`src/rtl/uart_receiver.sv`:
```
// 8N1 UART receiver: 2-flop synchroniser, 3-sample majority vote, start/stop validation.
// Define UART_RX_PARITY_EN for 8E1 framing with an even-parity check.
module uart_receiver #(
    parameter int CLKS_PER_BIT = 868,
    parameter int CNT_W        = 16
) (
    input  logic       clk,
    input  logic       rst,
    input  logic       rx,
    output logic [7:0] data_out,
    output logic       rx_done,
    output logic       busy,
    output logic       frame_err,
    output logic       parity_err
);

    localparam logic [CNT_W-1:0] CNT_LAST = CNT_W'(CLKS_PER_BIT - 1);
    localparam logic [CNT_W-1:0] CNT_MID  = CNT_W'(CLKS_PER_BIT / 2 - 1);

    typedef enum logic [2:0] {
        IDLE,
        START,
        DATA,
`ifdef UART_RX_PARITY_EN
        PARITY,
`endif
        STOP,
        BREAK
    } state_t;

    state_t           state;
    logic [CNT_W-1:0] cnt;
    logic [2:0]       bit_idx;
    logic             rx_sync_p0;
    logic             rx_sync_p1;
    logic [2:0]       hist_p2;
    logic [7:0]       shift_p2;
    logic             sampled;
    logic             bit_end;

    function automatic logic majority3(input logic [2:0] h);
        return (h[0] & h[1]) | (h[0] & h[2]) | (h[1] & h[2]);
    endfunction

    assign sampled = majority3(hist_p2);
    assign bit_end = (cnt == CNT_LAST);

    // Stage p0/p1: metastability guard; p2: sample history for the vote
    always_ff @(posedge clk or negedge rst) begin
        if (!rst) begin
            rx_sync_p0 <= 1'b1;
            rx_sync_p1 <= 1'b1;
            hist_p2    <= 3'b111;
        end else begin
            rx_sync_p0 <= rx;
            rx_sync_p1 <= rx_sync_p0;
            hist_p2    <= {hist_p2[1:0], rx_sync_p1};
        end
    end

`ifdef UART_RX_PARITY_EN
    logic par_bit;

    always_ff @(posedge clk) begin
        if (state == DATA && bit_end)
            shift_p2 <= {sampled, shift_p2[7:1]};
        if (state == PARITY && bit_end)
            par_bit <= sampled;
    end
`else
    always_ff @(posedge clk) begin
        if (state == DATA && bit_end)
            shift_p2 <= {sampled, shift_p2[7:1]};
    end

    assign parity_err = 1'b0;
`endif

    always_ff @(posedge clk or negedge rst) begin
        if (!rst) begin
            state     <= IDLE;
            cnt       <= '0;
            bit_idx   <= '0;
            data_out  <= 8'h00;
            rx_done   <= 1'b0;
            busy      <= 1'b0;
            frame_err <= 1'b0;
`ifdef UART_RX_PARITY_EN
            parity_err <= 1'b0;
`endif
        end else begin
            rx_done   <= 1'b0;
            frame_err <= 1'b0;
`ifdef UART_RX_PARITY_EN
            parity_err <= 1'b0;
`endif
            case (state)
                IDLE: begin
                    cnt     <= '0;
                    bit_idx <= '0;
                    busy    <= 1'b0;
                    if (!rx_sync_p1) begin
                        state <= START;
                        busy  <= 1'b1;
                    end
                end
                START: begin
                    if (cnt == CNT_MID) begin
                        cnt     <= '0;
                        bit_idx <= '0;
                        // A start bit that is high again by mid-bit was only a glitch
                        if (sampled) begin
                            state <= IDLE;
                            busy  <= 1'b0;
                        end else begin
                            state <= DATA;
                        end
                    end else begin
                        cnt <= cnt + CNT_W'(1);
                    end
                end
                DATA: begin
                    if (bit_end) begin
                        cnt <= '0;
                        if (bit_idx == 3'd7) begin
`ifdef UART_RX_PARITY_EN
                            state <= PARITY;
`else
                            state <= STOP;
`endif
                        end else begin
                            bit_idx <= bit_idx + 3'd1;
                        end
                    end else begin
                        cnt <= cnt + CNT_W'(1);
                    end
                end
`ifdef UART_RX_PARITY_EN
                PARITY: begin
                    if (bit_end) begin
                        cnt   <= '0;
                        state <= STOP;
                    end else begin
                        cnt <= cnt + CNT_W'(1);
                    end
                end
`endif
                STOP: begin
                    if (bit_end) begin
                        cnt <= '0;
                        // Leaving at mid-stop leaves half a bit to catch a back-to-back start
                        if (sampled) begin
                            data_out <= shift_p2;
                            rx_done  <= 1'b1;
                            busy     <= 1'b0;
                            state    <= IDLE;
`ifdef UART_RX_PARITY_EN
                            parity_err <= ^{shift_p2, par_bit};
`endif
                        end else begin
                            frame_err <= 1'b1;
                            state     <= BREAK;
                        end
                    end else begin
                        cnt <= cnt + CNT_W'(1);
                    end
                end
                BREAK: begin
                    // Hold off until the line idles so a break cannot retrigger
                    if (rx_sync_p1) begin
                        state <= IDLE;
                        busy  <= 1'b0;
                    end
                end
                default: begin
                    state <= IDLE;
                    busy  <= 1'b0;
                end
            endcase
        end
    end

endmodule

```
`config.mk`:
```
export PLATFORM = sky130hd
export DESIGN_NAME = uart_receiver
export DESIGN_NICKNAME = d
export VERILOG_FILES = /design/src/rtl/uart_receiver.sv
export SDC_FILE = /design/constraint.sdc
export NUM_CORES = 1
export LEC_CHECK = 0
export CAP_MARGIN = 30
export CORE_MARGIN = 8
export CORE_UTILIZATION = 52
export CTS_CLUSTER_DIAMETER = 150
export CTS_CLUSTER_SIZE = 16
export DETAILED_ROUTE_END_ITERATION = 8
export PLACE_DENSITY = 0.81
export SETUP_SLACK_MARGIN = 0.3
export SYNTH_ARGS = -nofsm -noshare
export SYNTH_HDL_FRONTEND = slang
export SYNTH_SLANG_ARGS = --single-unit
```
`constraint.sdc`:
```
create_clock -name clk -period 2 [get_ports clk]
set_input_delay 0.5 -clock clk [delete_from_list [all_inputs] [get_ports clk]]
set_output_delay 0.5 -clock clk [all_outputs]
set_load 0.1 [all_outputs]
```
* Yosys cells after proc, flatten, opt, wreduce, memory -nomap -nowiden
Index checks and enable logic that the tools add are counted.
** Cells by class
- $add $sub $neg :: 2
- Eq/ne operators :: 14
- Multiplexer cells :: 28
- Bitwise gates (word level) :: 6
- Reduce and logical (&&, ||, !) cells :: 9
** Operators by type and width (number)
- 16-bit case mux with 3 select lines :: 1
- 16-bit 2-to-1 mux :: 2
- 3-bit 2-to-1 mux :: 10
- 16-bit by 1-bit adder with 16-bit output (second input constant) :: 1
- 16-bit by 10-bit equality test with 1-bit output (second input constant) :: 1
- 16-bit by 9-bit equality test with 1-bit output (second input constant) :: 1
- 3-bit case mux with 5 select lines :: 1
- 2-bit != test (second input constant) :: 6
- 1-bit 2-to-1 mux :: 11
- 3-bit case mux with 3 select lines :: 1
- 4-bit AND reduction :: 2
- 3-bit by 2-bit equality test with 1-bit output (second input constant) :: 2
- 3-bit equality test (second input constant) :: 2
- 6-bit AND reduction :: 1
- 3-bit nonzero test :: 2
- 1-bit case mux with 5 select lines :: 1
- 3-bit by 1-bit adder with 3-bit output (second input constant) :: 1
- 1-bit bitwise AND :: 3
- 3-bit by 1-bit equality test with 1-bit output (second input constant) :: 1
- 3-bit zero test :: 1
- 3-bit AND reduction :: 1
- 2-bit 2-to-1 mux :: 1
- 2-bit by 1-bit != test with 1-bit output (second input constant) :: 1
- 1-bit OR :: 2
- other kinds (3) :: 3
** Word-level totals
- Flip-flop bits (word level) :: 46
- Input bits :: 3
- Output and inout bits :: 12
- Word-level logic and storage cells :: 70

* Logic depth before layout (Yosys ltp)
Gate-level depths: netlist of run 1.
- Depth after elaboration :: 6
- Mapped depth :: 8
- Mapped depth without buffers :: 7

* Worst setup path before layout of run 1
Ideal clock, no wire load.
- Kind :: register -> register
- Start :: register cnt[10]
- End :: register shift_p2[0] (enable)
- Library setup time :: 385 ps
- Arrival time :: 1703 ps
- Required time :: 1615 ps
- Slack :: -88 ps
- Cell stages (with the launch flop) :: 4
- Buffers on the path :: 0
- Clock period less this slack :: 2088 ps
- Cell sequence :: dfrtp_1 nor4_4 nand4_4 nor3b_1
** Between the ends
- Cells in the longest elaborated chain, start to end :: 2
** RTL lines
- start, declared :: line 32 : logic [CNT_W-1:0] cnt;
- start signal, assigned :: line 119 : cnt <= cnt + CNT_W'(1);
- start signal, assigned :: line 135 : cnt <= cnt + CNT_W'(1);
- start signal, assigned :: line 165 : cnt <= cnt + CNT_W'(1);
- 16-bit by 10-bit equality test with 1-bit output :: line 46 : assign bit_end = (cnt == CNT_LAST);
- 1-bit logical AND :: line 72 : if (state == DATA && bit_end)
- end signal, assigned :: line 73 : shift_p2 <= {sampled, shift_p2[7:1]};
- end, declared :: line 37 : logic [7:0] shift_p2;
Every way passes these cells.
A chain may end at the register's enable or synchronous reset.

* Worst setup path after layout of run 1
- Start :: register cnt[4]
- End :: register cnt[14]
** Between the ends
- Cells in the longest elaborated chain, start to end :: 3
- Elaborated cells on any way between the ends :: 6
- Those cells by class :: add/sub: 1; eq/ne: 2; mux: 3
** RTL lines
- 16-bit by 1-bit adder with 16-bit output (tied with other cells) :: line 119, 135, 165
- 16-bit 2-to-1 mux (on tied branches) :: line 123, 149, 108
- 16-bit case mux with 3 select lines * :: line 97 : case (state)
Every way passes the cells marked *; elsewhere a longest branch is shown, timed or not.

==> results by group, run 1 <==
Status
  – Status: finished, violations left
  – Violated checks: setup timing

Global route
  – Pin count of the biggest net entering global routing: 21
  – GRT overflow: 0
  – First-pass GRT wire length: 8.48 mm
  – All-Layer GR Usage: 16.6%
  – Antenna violations before repair: 0
  – Vias in the first global route: 1781

Pwr
  – Worst-case vdd ir drop: 458 uV
  – Leakage: 1.32 nW
  – Sw frac: 23.6%
  – Comb pwr share: 2.6%
  – Power density over cell area: 514 mW/mm2
  – Sw Pwr: 0.378 mW
  – Clock power frac: 37.3%
  – Int Pwr: 1.22 mW
  – Seq pwr share: 60.1%

Critical path
  – WP buf/inv: 0
  – Data arrival, critical path: 2.24 ns
  – CP Capture Type: register
  – CP Launch Type: register
  – Register-to-Register Path Depth: 5
  – CP cell instances: and2_1 -> nand4_1 -> or4_1 -> or3_1 -> o21ai_1
  – Reg2Reg Capture Point: cnt[14]$_DFFE_PN0P_
  – Reg2Reg Setup Slack: -0.03 ns
  – Critical path class: reg -> reg
  – Worst-path fanout max: 4
  – Crit path launch: cnt[4]$_DFFE_PN0P_
  – CP required: 2.21 ns
  – Worst path slowest cell: or4_1
  – Family with the most delay on the worst path: simple AND/OR/NAND/NOR gates
  – Reg-to-Reg Start: cnt[4]$_DFFE_PN0P_
  – CP Depth: 5
  – Crit path largest cell delay: 0.58 ns

Cells and area
  – Layout cells sized above 1: 47.5%
  – Post-layout nets: 251
  – Synthesis-to-finish area growth: 42.0%
  – # diodes: 0

Routing
  – Vias/cell: 6.23
  – Final Routed Wirelength: 5.99 mm
  – First-pass iteration count of the detailed router: 4
  – DRC: 0
  – DR vias: 1831
  – Post-route antenna net violation count: 0
  – Wire per inst: 20.4 um
  – Initial DRC count: 108

Place
  – Routability cong.: 0.881
  – Detailed placement HPWL: 3.22 mm
  – Port-buffer cells: 13

STA
  – Final WS setup: -0.0285 ns
  – Clock Skews: 0.0109 ns
  – Fin. max-slew vios: 0
  – Fin. Hold Viols: 0
  – Tmin final: 2.03 ns
  – Setup violators final: 2
  – RSZ-0062 raised after global routing: yes
  – Achievable Freq: 493 MHz
  – Hold WS: 0.130 ns
  – Fin crit share: 101%
  – Post-Route Setup TNS: -0.0301 ns

CTS
  – Inserted Clock Buffers: 5
  – Worst-skew pair later-pin latency: 0.31 ns
  – TritonCTS clock tree: yes
  – Root buffer cell: clkbuf_8
  – CTS H-tree depth: 2
  – Worst-path clk slew: 0.09 ns
  – Sink Count: 46
  – Max Root-Sink Buffers: 2

Die
  – Die X: 80.9 um
  – Number of cell rows: 23
  – Die height: 80.9 um
  – Core footprint: 0.00403 mm2
  – Die area: 0.00655 mm2
  – IO Pins: 15
  – Starting density of the core: 54.4%

Logic synthesis
  – Distinct cells, synth: 47
  – Predominant post-synthesis flop cell: dfrtp_1
  – Syn Area/Cell: 11.5 um2
  – Mapped Nets: 199
  – Post-synth EDFFs: 8
  – Async S/R FF share, synth: 82.6%
  – Synth Warn #: 0
  – Post-synthesis cell count: 191
  – Seq/Total Area, Yosys: 54.6%
  – Synth Cell Area: 0.00219 mm2
  – Yosys reg bits: 46

Min path
  – Worst hold path type: in -> async

Job
  – Max_cap viols: 0
==> logic make-up (layout without fill, tap and decap cells) <==
group	count (synthesis)	after routing	share of synthesized area, %
AOI/OAI and AO/OA	49	50	13.9
xor gates and xnor gates	1	1	0.400
adders and majority gates	5	5	2.85
buffers and inverters	18	70	3.31
DFF	46	46	54.6
muxes	11	11	5.82
other	1	1	0.171
and+or+nand+nor	60	60	18.9
==> how the worst max path moves through the flow <==
| stage | endpoint |
|---|---|
| after CTS | bit_idx[1]$_DFFE_PN0P_ |
| after floorplan | bit_idx[1]$_DFFE_PN0P_ |
| final | cnt[14]$_DFFE_PN0P_ |
| after global placement | bit_idx[1]$_DFFE_PN0P_ |
| after global routing | cnt[14]$_DFFE_PN0P_ |
| after detailed placement | bit_idx[1]$_DFFE_PN0P_ |
==> Yosys cell counts (2+ instances only) <==
library cell | instances | area [um2]
nor2_1 | 5 | 18.8
nor4_4 | 2 | 42.5
nor3_1 | 4 | 20.0
a21oi_1 | 12 | 60.1
and3_1 | 2 | 12.5
dfstp_2 | 5 | 131
a22o_1 | 4 | 35.0
a21o_1 | 2 | 15.0
nand3_1 | 2 | 10.0
o21ai_0 | 15 | 75.1
inv_1 | 10 | 37.5
clkbuf_1 | 5 | 18.8
o2bb2ai_1 | 2 | 17.5
o22ai_1 | 2 | 12.5
edfxtp_1 | 8 | 240
ha_1 | 5 | 62.6
nor3b_1 | 2 | 15.0
dfrtp_1 | 33 | 826
nand4_1 | 5 | 31.3
nor2b_1 | 7 | 43.8
or3_1 | 7 | 43.8
and4_1 | 2 | 17.5
nand2_1 | 13 | 48.8
a31oi_1 | 6 | 37.5
mux2_2 | 8 | 90.1
mux2_1 | 2 | 22.5
==> power groups by stage <==
| stage | Combinational [mW] | Clock, mW | Sequential (mW) |
|---|---|---|---|
| final | 0.0413 | 0.597 | 0.962 |
| after floorplan | 0.0157 | 0 | 0.980 |
| after global placement | 0.0407 | 0 | 0.980 |
| after global routing | 0.0460 | 0.639 | 0.963 |
| after CTS | 0.0412 | 0.597 | 0.962 |
| after detailed placement | 0.0409 | 0 | 0.980 |
==> worst register-to-register path, stage by stage, from the launching register on <==
cell and delay [ns]:
dfrtp_2 0.43, and2_1 0.17, nand4_1 0.21, or4_1 0.58, or3_1 0.41, o21ai_1 0.14
==> state kept, by name, summed over array words and instances (netlist names), 3 cells and up <==
| register | flops |
|---|---|
| state | 3 |
| hist_p2 | 3 |
| cnt | 16 |
| shift_p2 | 8 |
| data_out | 8 |
| bit_idx | 3 |
==> cell type report <==
class	count	area, um2
Tap cell	50	62.6
Clock inverter	3	25.0
Clock buffer	5	68.8
Multi-Input combinational cell	128	1170
Sequential cell	46	1200
Timing Repair Buffer	51	543
Fill cell	237	917
Inverter	11	43.8
==> layer usage <==
metal	vias up	global-route usage (%)	routed length (um)
li1	807	-	-
met1	938	20.0	2480
met2	65	26.9	3030
met3	21	4.86	316
met4	0	7.32	163
met5	-	0	0
==> cells in the final DEF, fill, tap and decap left out, drive strengths merged, types with 2 or more instances in the layout <==
master / Yosys / layout
buf: 2 / 50
dfrtp: 33 / 33
o21ai: 15 / 15
nand2: 13 / 13
a21oi: 12 / 12
inv: 10 / 11
mux2: 11 / 11
edfxtp: 8 / 8
or3: 8 / 8
nor2b: 7 / 7
a31oi: 6 / 6
nand4: 6 / 6
a22o: 5 / 6
clkbuf: 5 / 5
dfstp: 5 / 5
nor2: 5 / 5
nor3: 5 / 5
ha: 5 / 5
nor3b: 3 / 3
and4: 3 / 3
a21o: 2 / 2
nor4: 2 / 2
and3: 2 / 2
nand3: 2 / 2
o22ai: 2 / 2
clkinv: 1 / 2
o2bb2ai: 2 / 2
==> through the flow <==
| stage | power (mW) | setup slack, ns | cells | utilization [%] | instance area, um2 |
|---|---|---|---|---|---|
| 2_1_floorplan | 0.995 | 0.0259 | 191 | - | 2200 |
| 3_3_place_gp | 1.02 | 0.100 | 267 | 63.9 | 2580 |
| 3_5_place_dp | 1.02 | 0.0561 | 267 | 63.9 | 2580 |
| 4_1_cts | 1.60 | 0.0503 | 284 | 70.0 | 2820 |
| 5_1_grt | 1.65 | -0.0532 | 294 | 77.2 | 3110 |
| 6_report | 1.60 | -0.0285 | 294 | 77.2 | 3110 |
==> timing repair <==
| item | 4_1_cts | 5_1_grt |
|---|---|---|
| resized for setup | 26 | 59 |
| setup endpoints to repair | 36 | 39 |
| hold buffers | 0 | 0 |
| cloned | 2 | 1 |
| pin swaps | 6 | 27 |
| buffers inserted | 7 | 9 |
| endpoints found under the hold margin | 0 | 0 |
(Power assumes the default switching activity.)
==> inputs of run 2 (changes only) <==
- CTS_CLUSTER_SIZE: 16 -> default
==> results of run 2 <==
Final layout, timing and power as in run 1 (identical DEF).
